## src/rtl/idu_issue_pkg.sv

```systemverilog
// idu_issue_pkg: shared types and default widths for the decode-stage issue controller.
package idu_issue_pkg;
  localparam int NREG_D = 32;
  localparam int CNT_W_D = 2;
  localparam int INFL_W_D = 3;
  typedef enum logic {EMPTY, HELD} state_e;
  typedef enum logic [1:0] {SC_NONE, SC_RAW, SC_SERIAL, SC_CAP} stall_e;
  typedef struct packed {
    logic [4:0] rs1;
    logic [4:0] rs2;
    logic [4:0] rd;
    logic       use_rs1;
    logic       use_rs2;
    logic       gpr_wen;
    logic       serial;
  } instr_t;
endpackage

```

## src/rtl/idu_issue_ctrl_if.sv

```systemverilog
// idu_issue_ctrl_if: IFU/EXU/WBU handshake bundle of the issue controller.
interface idu_issue_ctrl_if #(parameter int INFL_W = 3);
  logic              in_valid;
  logic              in_ready;
  logic [4:0]        in_rs1;
  logic [4:0]        in_rs2;
  logic [4:0]        in_rd;
  logic              in_use_rs1;
  logic              in_use_rs2;
  logic              in_gpr_wen;
  logic              in_serial;
  logic              hold_en;
  logic              out_valid;
  logic              out_ready;
  logic              wb_retire;
  logic              wb_gpr_wen;
  logic [4:0]        wb_rd;
  logic              flush;
  logic [1:0]        stall_cause;
  logic [INFL_W-1:0] inflight;
  modport master (
    output in_valid, in_rs1, in_rs2, in_rd, in_use_rs1, in_use_rs2, in_gpr_wen, in_serial,
    output out_ready, wb_retire, wb_gpr_wen, wb_rd, flush,
    input  in_ready, hold_en, out_valid, stall_cause, inflight
  );
  modport slave (
    input  in_valid, in_rs1, in_rs2, in_rd, in_use_rs1, in_use_rs2, in_gpr_wen, in_serial,
    input  out_ready, wb_retire, wb_gpr_wen, wb_rd, flush,
    output in_ready, hold_en, out_valid, stall_cause, inflight
  );
endinterface

```

## src/rtl/idu_scoreboard.sv

```systemverilog
// idu_scoreboard: per-GPR pending-write counters with two source read ports and an rd-at-max flag.
module idu_scoreboard #(
  parameter int NREG = 32,
  parameter int CNT_W = 2
) (
  input  logic             clk,
  input  logic             reset,
  input  logic             inc,
  input  logic [4:0]       inc_idx,
  input  logic             dec,
  input  logic [4:0]       dec_idx,
  input  logic [4:0]       rs1,
  input  logic [4:0]       rs2,
  input  logic [4:0]       rd,
  output logic [CNT_W-1:0] cnt_rs1,
  output logic [CNT_W-1:0] cnt_rs2,
  output logic             rd_max
);
  logic [CNT_W-1:0] cnt [NREG];
  logic [NREG-1:0]  up, dn;
  always_comb begin
    up = '0;
    dn = '0;
    for (int k = 1; k < NREG; k++) begin
      up[k] = inc && inc_idx == 5'(k);
      dn[k] = dec && dec_idx == 5'(k);
    end
  end
  // x0 never sees up/dn, so it stays at its reset value of zero
  always_ff @(posedge clk or negedge reset)
    if (!reset)
      cnt <= '{default: '0};
    else
      for (int k = 0; k < NREG; k++)
        if (up[k] && !dn[k])
          cnt[k] <= cnt[k] + 1'b1;
        else if (dn[k] && !up[k] && cnt[k] != '0)
          cnt[k] <= cnt[k] - 1'b1;
  assign cnt_rs1 = cnt[rs1];
  assign cnt_rs2 = cnt[rs2];
  assign rd_max = cnt[rd] == '1;
  assert property (@(posedge clk) disable iff (!reset)
    dec && dec_idx != '0 && !(inc && inc_idx == dec_idx) |-> cnt[dec_idx] != '0);
endmodule

```

## src/rtl/idu_issue_ctrl.sv

```systemverilog
// idu_issue_ctrl: decode-stage issue controller with RAW scoreboard and serialisation;
// define IDU_ISSUE_FWD_EN to let same-cycle write-back release dependent/serial instructions.
module idu_issue_ctrl
  import idu_issue_pkg::*;
#(
  parameter int NREG = NREG_D,
  parameter int CNT_W = CNT_W_D,
  parameter int INFL_W = INFL_W_D
) (
  input logic             clk,
  input logic             reset,
  idu_issue_ctrl_if.slave io
);
  state_e            state, state_nx;
  instr_t            held;
  logic [INFL_W-1:0] infl;
  logic [CNT_W-1:0]  cnt_rs1, cnt_rs2;
  logic              rd_max, fire, raw, ser, cap, fwd1, fwd2, fwd_ser;
  idu_scoreboard #(.NREG(NREG), .CNT_W(CNT_W)) u_sb (
    .clk     (clk),
    .reset   (reset),
    .inc     (fire && held.gpr_wen && held.rd != '0),
    .inc_idx (held.rd),
    .dec     (io.wb_retire && io.wb_gpr_wen && io.wb_rd != '0),
    .dec_idx (io.wb_rd),
    .rs1     (held.rs1),
    .rs2     (held.rs2),
    .rd      (held.rd),
    .cnt_rs1 (cnt_rs1),
    .cnt_rs2 (cnt_rs2),
    .rd_max  (rd_max)
  );
`ifdef IDU_ISSUE_FWD_EN
  assign fwd1 = cnt_rs1 == CNT_W'(1) && io.wb_retire && io.wb_gpr_wen && io.wb_rd == held.rs1;
  assign fwd2 = cnt_rs2 == CNT_W'(1) && io.wb_retire && io.wb_gpr_wen && io.wb_rd == held.rs2;
  assign fwd_ser = infl == INFL_W'(1) && io.wb_retire;
`else
  assign fwd1 = 1'b0;
  assign fwd2 = 1'b0;
  assign fwd_ser = 1'b0;
`endif
  always_comb begin
    raw = (held.use_rs1 && held.rs1 != '0 && cnt_rs1 != '0 && !fwd1) ||
          (held.use_rs2 && held.rs2 != '0 && cnt_rs2 != '0 && !fwd2);
    ser = held.serial && infl != '0 && !fwd_ser;
    cap = infl == '1 || (held.gpr_wen && held.rd != '0 && rd_max);
    io.out_valid = state == HELD && !(raw || ser || cap) && !io.flush;
    fire = io.out_valid && io.out_ready;
    io.in_ready = !io.flush && (state == EMPTY || fire);
    io.hold_en = io.in_valid && io.in_ready;
    io.stall_cause = state != HELD ? SC_NONE : raw ? SC_RAW : ser ? SC_SERIAL : cap ? SC_CAP : SC_NONE;
    io.inflight = infl;
    state_nx = io.flush ? EMPTY : io.hold_en ? HELD : fire ? EMPTY : state;
  end
  always_ff @(posedge clk or negedge reset)
    if (!reset) begin
      state <= EMPTY;
      held <= '0;
      infl <= '0;
    end else begin
      state <= state_nx;
      if (io.hold_en)
        held <= '{rs1: io.in_rs1, rs2: io.in_rs2, rd: io.in_rd, use_rs1: io.in_use_rs1,
                  use_rs2: io.in_use_rs2, gpr_wen: io.in_gpr_wen, serial: io.in_serial};
      infl <= (fire && !io.wb_retire) ? infl + 1'b1 :
              (io.wb_retire && !fire && infl != '0) ? infl - 1'b1 : infl;
    end
  assert property (@(posedge clk) disable iff (!reset) io.wb_retire && !fire |-> infl != '0);
endmodule

```

## src/flat_wrapper.sv

```systemverilog
// flat-port wrapper written by rule: the top's interface ports become plain ports
module idu_issue_ctrl_flat import idu_issue_pkg::*;
#(
  parameter int NREG = NREG_D,
  parameter int CNT_W = CNT_W_D,
  parameter int INFL_W = INFL_W_D
)
  (clk, reset, io_in_valid, io_in_rs1, io_in_rs2, io_in_rd, io_in_use_rs1, io_in_use_rs2, io_in_gpr_wen, io_in_serial, io_out_ready, io_wb_retire, io_wb_gpr_wen, io_wb_rd, io_flush, io_in_ready, io_hold_en, io_out_valid, io_stall_cause, io_inflight);
  idu_issue_ctrl_if #(.INFL_W(INFL_W)) io_i ();
  input logic clk;
  input logic reset;
  input wire logic [$bits(io_i.in_valid)-1:0] io_in_valid;
  input wire logic [$bits(io_i.in_rs1)-1:0] io_in_rs1;
  input wire logic [$bits(io_i.in_rs2)-1:0] io_in_rs2;
  input wire logic [$bits(io_i.in_rd)-1:0] io_in_rd;
  input wire logic [$bits(io_i.in_use_rs1)-1:0] io_in_use_rs1;
  input wire logic [$bits(io_i.in_use_rs2)-1:0] io_in_use_rs2;
  input wire logic [$bits(io_i.in_gpr_wen)-1:0] io_in_gpr_wen;
  input wire logic [$bits(io_i.in_serial)-1:0] io_in_serial;
  input wire logic [$bits(io_i.out_ready)-1:0] io_out_ready;
  input wire logic [$bits(io_i.wb_retire)-1:0] io_wb_retire;
  input wire logic [$bits(io_i.wb_gpr_wen)-1:0] io_wb_gpr_wen;
  input wire logic [$bits(io_i.wb_rd)-1:0] io_wb_rd;
  input wire logic [$bits(io_i.flush)-1:0] io_flush;
  output wire logic [$bits(io_i.in_ready)-1:0] io_in_ready;
  output wire logic [$bits(io_i.hold_en)-1:0] io_hold_en;
  output wire logic [$bits(io_i.out_valid)-1:0] io_out_valid;
  output wire logic [$bits(io_i.stall_cause)-1:0] io_stall_cause;
  output wire logic [$bits(io_i.inflight)-1:0] io_inflight;
  assign io_i.in_valid = io_in_valid;
  assign io_i.in_rs1 = io_in_rs1;
  assign io_i.in_rs2 = io_in_rs2;
  assign io_i.in_rd = io_in_rd;
  assign io_i.in_use_rs1 = io_in_use_rs1;
  assign io_i.in_use_rs2 = io_in_use_rs2;
  assign io_i.in_gpr_wen = io_in_gpr_wen;
  assign io_i.in_serial = io_in_serial;
  assign io_i.out_ready = io_out_ready;
  assign io_i.wb_retire = io_wb_retire;
  assign io_i.wb_gpr_wen = io_wb_gpr_wen;
  assign io_i.wb_rd = io_wb_rd;
  assign io_i.flush = io_flush;
  assign io_in_ready = io_i.in_ready;
  assign io_hold_en = io_i.hold_en;
  assign io_out_valid = io_i.out_valid;
  assign io_stall_cause = io_i.stall_cause;
  assign io_inflight = io_i.inflight;
  idu_issue_ctrl #(.NREG(NREG), .CNT_W(CNT_W), .INFL_W(INFL_W)) u_core (.clk(clk), .reset(reset), .io(io_i));
endmodule
```

## config.mk

```make
export PLATFORM = sky130hd
export DESIGN_NAME = idu_issue_ctrl_flat
export DESIGN_NICKNAME = d
export VERILOG_FILES = /design/src/rtl/idu_issue_pkg.sv /design/src/rtl/idu_issue_ctrl_if.sv /design/src/rtl/idu_scoreboard.sv /design/src/rtl/idu_issue_ctrl.sv /design/src/flat_wrapper.sv
export SDC_FILE = /design/constraint.sdc
export NUM_CORES = 1
export LEC_CHECK = 0
export ABC_AREA = 1
export CAP_MARGIN = 25
export CELL_PAD_IN_SITES_DETAIL_PLACEMENT = 1
export CELL_PAD_IN_SITES_GLOBAL_PLACEMENT = 2
export CORE_UTILIZATION = 25
export CTS_CLUSTER_DIAMETER = 30
export DETAILED_ROUTE_END_ITERATION = 8
export GPL_ROUTABILITY_DRIVEN = 0
export PLACE_DENSITY_LB_ADDON = 0.05
export SYNTH_ARGS = -nofsm -noshare
export SYNTH_HDL_FRONTEND = slang
export SYNTH_SLANG_ARGS = --single-unit
```

## constraint.sdc

```tcl
create_clock -name clk -period 3.2 [get_ports clk]
set_clock_uncertainty 0.15 [all_clocks]
set_input_delay 0.48 -clock clk [delete_from_list [all_inputs] [get_ports clk]]
set_output_delay 0.48 -clock clk [all_outputs]
set_load 0.02 [all_outputs]
```

==> results.txt <==
Crit Path Category = flop to primary output
Critical path endpoint category = primary output
Worst EP arrival = 2.44 ns
Avg Synthesized Cell Area = 5.94 sq um
Pin count of the biggest net entering global routing = 44
Ant diodes = 0
Die Ht = 165 um
Register area share after synthesis = 32.1%
Final min period = 3.07 ns
Fin Setup TNS = 0 ns
Chip Width = 165 um
All-Layer GR Usage = 23.1%
Setup violators final = 0
Post-route ant nets = 0
Starting Density = 25.5%
Required time of the critical path = 2.57 ns
Sequential cell area = 2130 sq um
CTS clock-pin slew for the worst setup and hold paths = 0.07 ns
Port Buffers = 38
Worst setup margin = 0.125 ns
Detailed Route Iter0 Violations = 360
Routed vias = 7505
Reg2Reg Setup Slack = 0.24 ns
CTS Sinks = 85
Most frequent cells in the layout = nand2_1 (385), inv_1 (148), nand3_1 (129)
Hold crit path type = flop to flop
Clock root buffer = clkbuf_16
Site Rows = 59
Drt drc = 0
Crit path launch type = flop
Peak supply drop = 0.000267 V
Drt pass-1 iters = 4
Filler cells = 3353
Most used cell, CP = nand2_1
Final Cycle Share = 96.1%
Share of post-route cells with drive strength above 1 = 13.3%
Area grow syn2layout = 27.9%
Hpwl dp = 23500 um
Syn_nets = 1145
Routed wl met2 = 14000 um
Multi-input logic area = 3780 sq um
Syn Inst Count = 1113
DR WL met3 = 756 um
Core area = 26000 sq um
IO Count = 39
H-tree depth = 3
Length of routed wiring on met1 = 14400 um
Final hold vios = 0
Grt total ovfl = 0
Yosys cell types = 33
Global-route wire length before repair = 45500 um
Critical-path cell list = clkinv_4 -> buf_8 -> nand2_1 -> nand2_1 -> nand2_1 -> nand2_1 -> nand2_1 -> nand2_1 -> o21ai_1 -> nand2_1 -> nand3_4 -> nand3_4 -> nor2_8 -> buf_6 -> clkdlybuf4s15_2
Worst-Skew Late Latency = 0.36 ns
#FFs+latches synth = 85
Initial antenna violation count = 0
Slew headroom = 46.8%
WL final = 29800 um
Pins Over Slew Limit = 0
Vias in the first global route = 7438
Die ar. = 27100 sq um
Pre-CTS WS = -0.0738 ns
CTS tree = built
Status = complete, no violations
Via density = 4.79
Post-layout util = 32.6%
Crit Path Max Fanout = 9
Nets = 1258
Wire per inst = 19.0 um
Commonest non-fill, non-tap cell in the layout = nand2_1
CP max-delay cell = dfrtp_2
Yosys warnings = 0
Max layer used = met4
Crit-path max cell delay = 0.43 ns
PD cells = 526 nW/um^2
Post-synthesis cell area = 6620 sq um
Hold_ws = 0.354 ns
Worst Tran Pin Value = 0.796 ns
Max-cap violations = 0
Max Clk Rate = 325 MHz
Pleak = 0.00414 uW
CTS buffer count = 9
Clk buf depth = 2
stage by stage:
| stage | instances | power [uW] | cell area [sq um] |
|---|---|---|---|
| after floorplan | 1113 | 2270 | 6620 |
| after global placement | 1548 | 3100 | 7980 |
| after detailed placement | 1548 | 3110 | 7980 |
| after CTS | 1565 | 4470 | 8390 |
| after global routing | 1566 | 4740 | 8460 |
| final | 1566 | 4450 | 8460 |
cells in the mapped netlist:
master | number | area, sq um
dfrtp_1 | 85 | 2130
xor2_1 | 1 | 8.76
nand2_2 | 4 | 25.0
nor2_2 | 2 | 12.5
buf_2 | 10 | 50.1
o221ai_1 | 1 | 8.76
nand4_1 | 44 | 275
o21bai_1 | 11 | 82.6
buf_4 | 7 | 52.6
clkinv_2 | 1 | 5.00
nand3_4 | 1 | 17.5
o21ai_0 | 32 | 160
nor3_1 | 26 | 130
nor2_1 | 130 | 488
nand2_1 | 391 | 1470
o41ai_1 | 1 | 8.76
fa_1 | 1 | 20.0
inv_1 | 148 | 556
or2_2 | 1 | 6.26
nand3_2 | 3 | 30.0
buf_6 | 3 | 33.8
a31oi_1 | 2 | 12.5
nor4_1 | 1 | 6.26
buf_1 | 4 | 15.0
clkbuf_1 | 10 | 37.5
nand3b_1 | 2 | 15.0
clkinv_1 | 1 | 3.75
nor2_8 | 1 | 20.0
a21oi_1 | 20 | 100
inv_2 | 10 | 37.5
o211ai_1 | 3 | 22.5
o21ai_1 | 23 | 115
nand3_1 | 133 | 666
state kept, by name, summed over array words and instances (netlist names):
name	count
u_core.held	19
u_core.state	1
u_core.u_sb.cnt	62
u_core.io.inflight	3
final cells by class:
class	instances	share of cell area, %
clock buffer	11	2.99
clock inverter	5	1.26
inverter	160	7.20
multi-input combinational	834	44.6
sequential	85	25.2
tap	335	4.95
timing repair buffer	136	13.8
path summary, 6_finish.rpt:
path | from | to | cells past startpoint
hold / removal | u_core.held[0] | u_core.held[0] | 2
hold reg to reg | u_core.held[0] | u_core.held[0] | 2
max in group asynchronous | reset | u_core.u_sb.cnt[55] | 4
min in group asynchronous | reset | u_core.u_sb.cnt[60] | 2
setup / recovery | u_core.held[4] | io_out_valid | 15
setup reg to reg | u_core.held[4] | u_core.io.inflight[2] | 22
power by group:
| group | internal [uW] | leakage, uW | switching, uW |
|---|---|---|---|
| clock | 809 | 0.000172 | 514 |
| combinational | 628 | 0.00288 | 1070 |
| sequential | 1230 | 0.00109 | 204 |
| total | 2660 | 0.00414 | 1780 |
per-layer routing:
layer,vias to the layer above,global-route usage [%]
li1,3756,-
met1,3628,31.4
met2,94,38.2
met3,27,2.24
met4,0,7.26
met5,-,0
what timing repair did:
| item | 4_1_cts | 5_1_grt |
|---|---|---|
| pin swaps | 1 | 1 |
| setup endpoints to repair | 5 | 41 |
| hold buffers | 1 | 0 |
| hold endpoints to repair | 4 | 0 |
| buffers inserted | 0 | 1 |
| resized for setup | 24 | 33 |
kinds of logic (layout without fill, tap and decap cells):
group | Yosys count | count (layout) | synth area share [%]
buffers and inverters | 194 | 312 | 12.0
xor gates and xnor gates | 1 | 1 | 0.132
AOI/OAI and AO/OA | 93 | 93 | 7.72
DFF | 85 | 85 | 32.1
and+or+nand+nor | 739 | 739 | 47.7
adders and majority gates | 1 | 1 | 0.303
critical path, delay by kind of cell, from the launching register on:
family          cells  cell delay [ns]
simple gates       10             0.80
buf+inv             4             0.71
flops               1             0.43
compound gates      1             0.12
(Power assumes the default switching activity.)
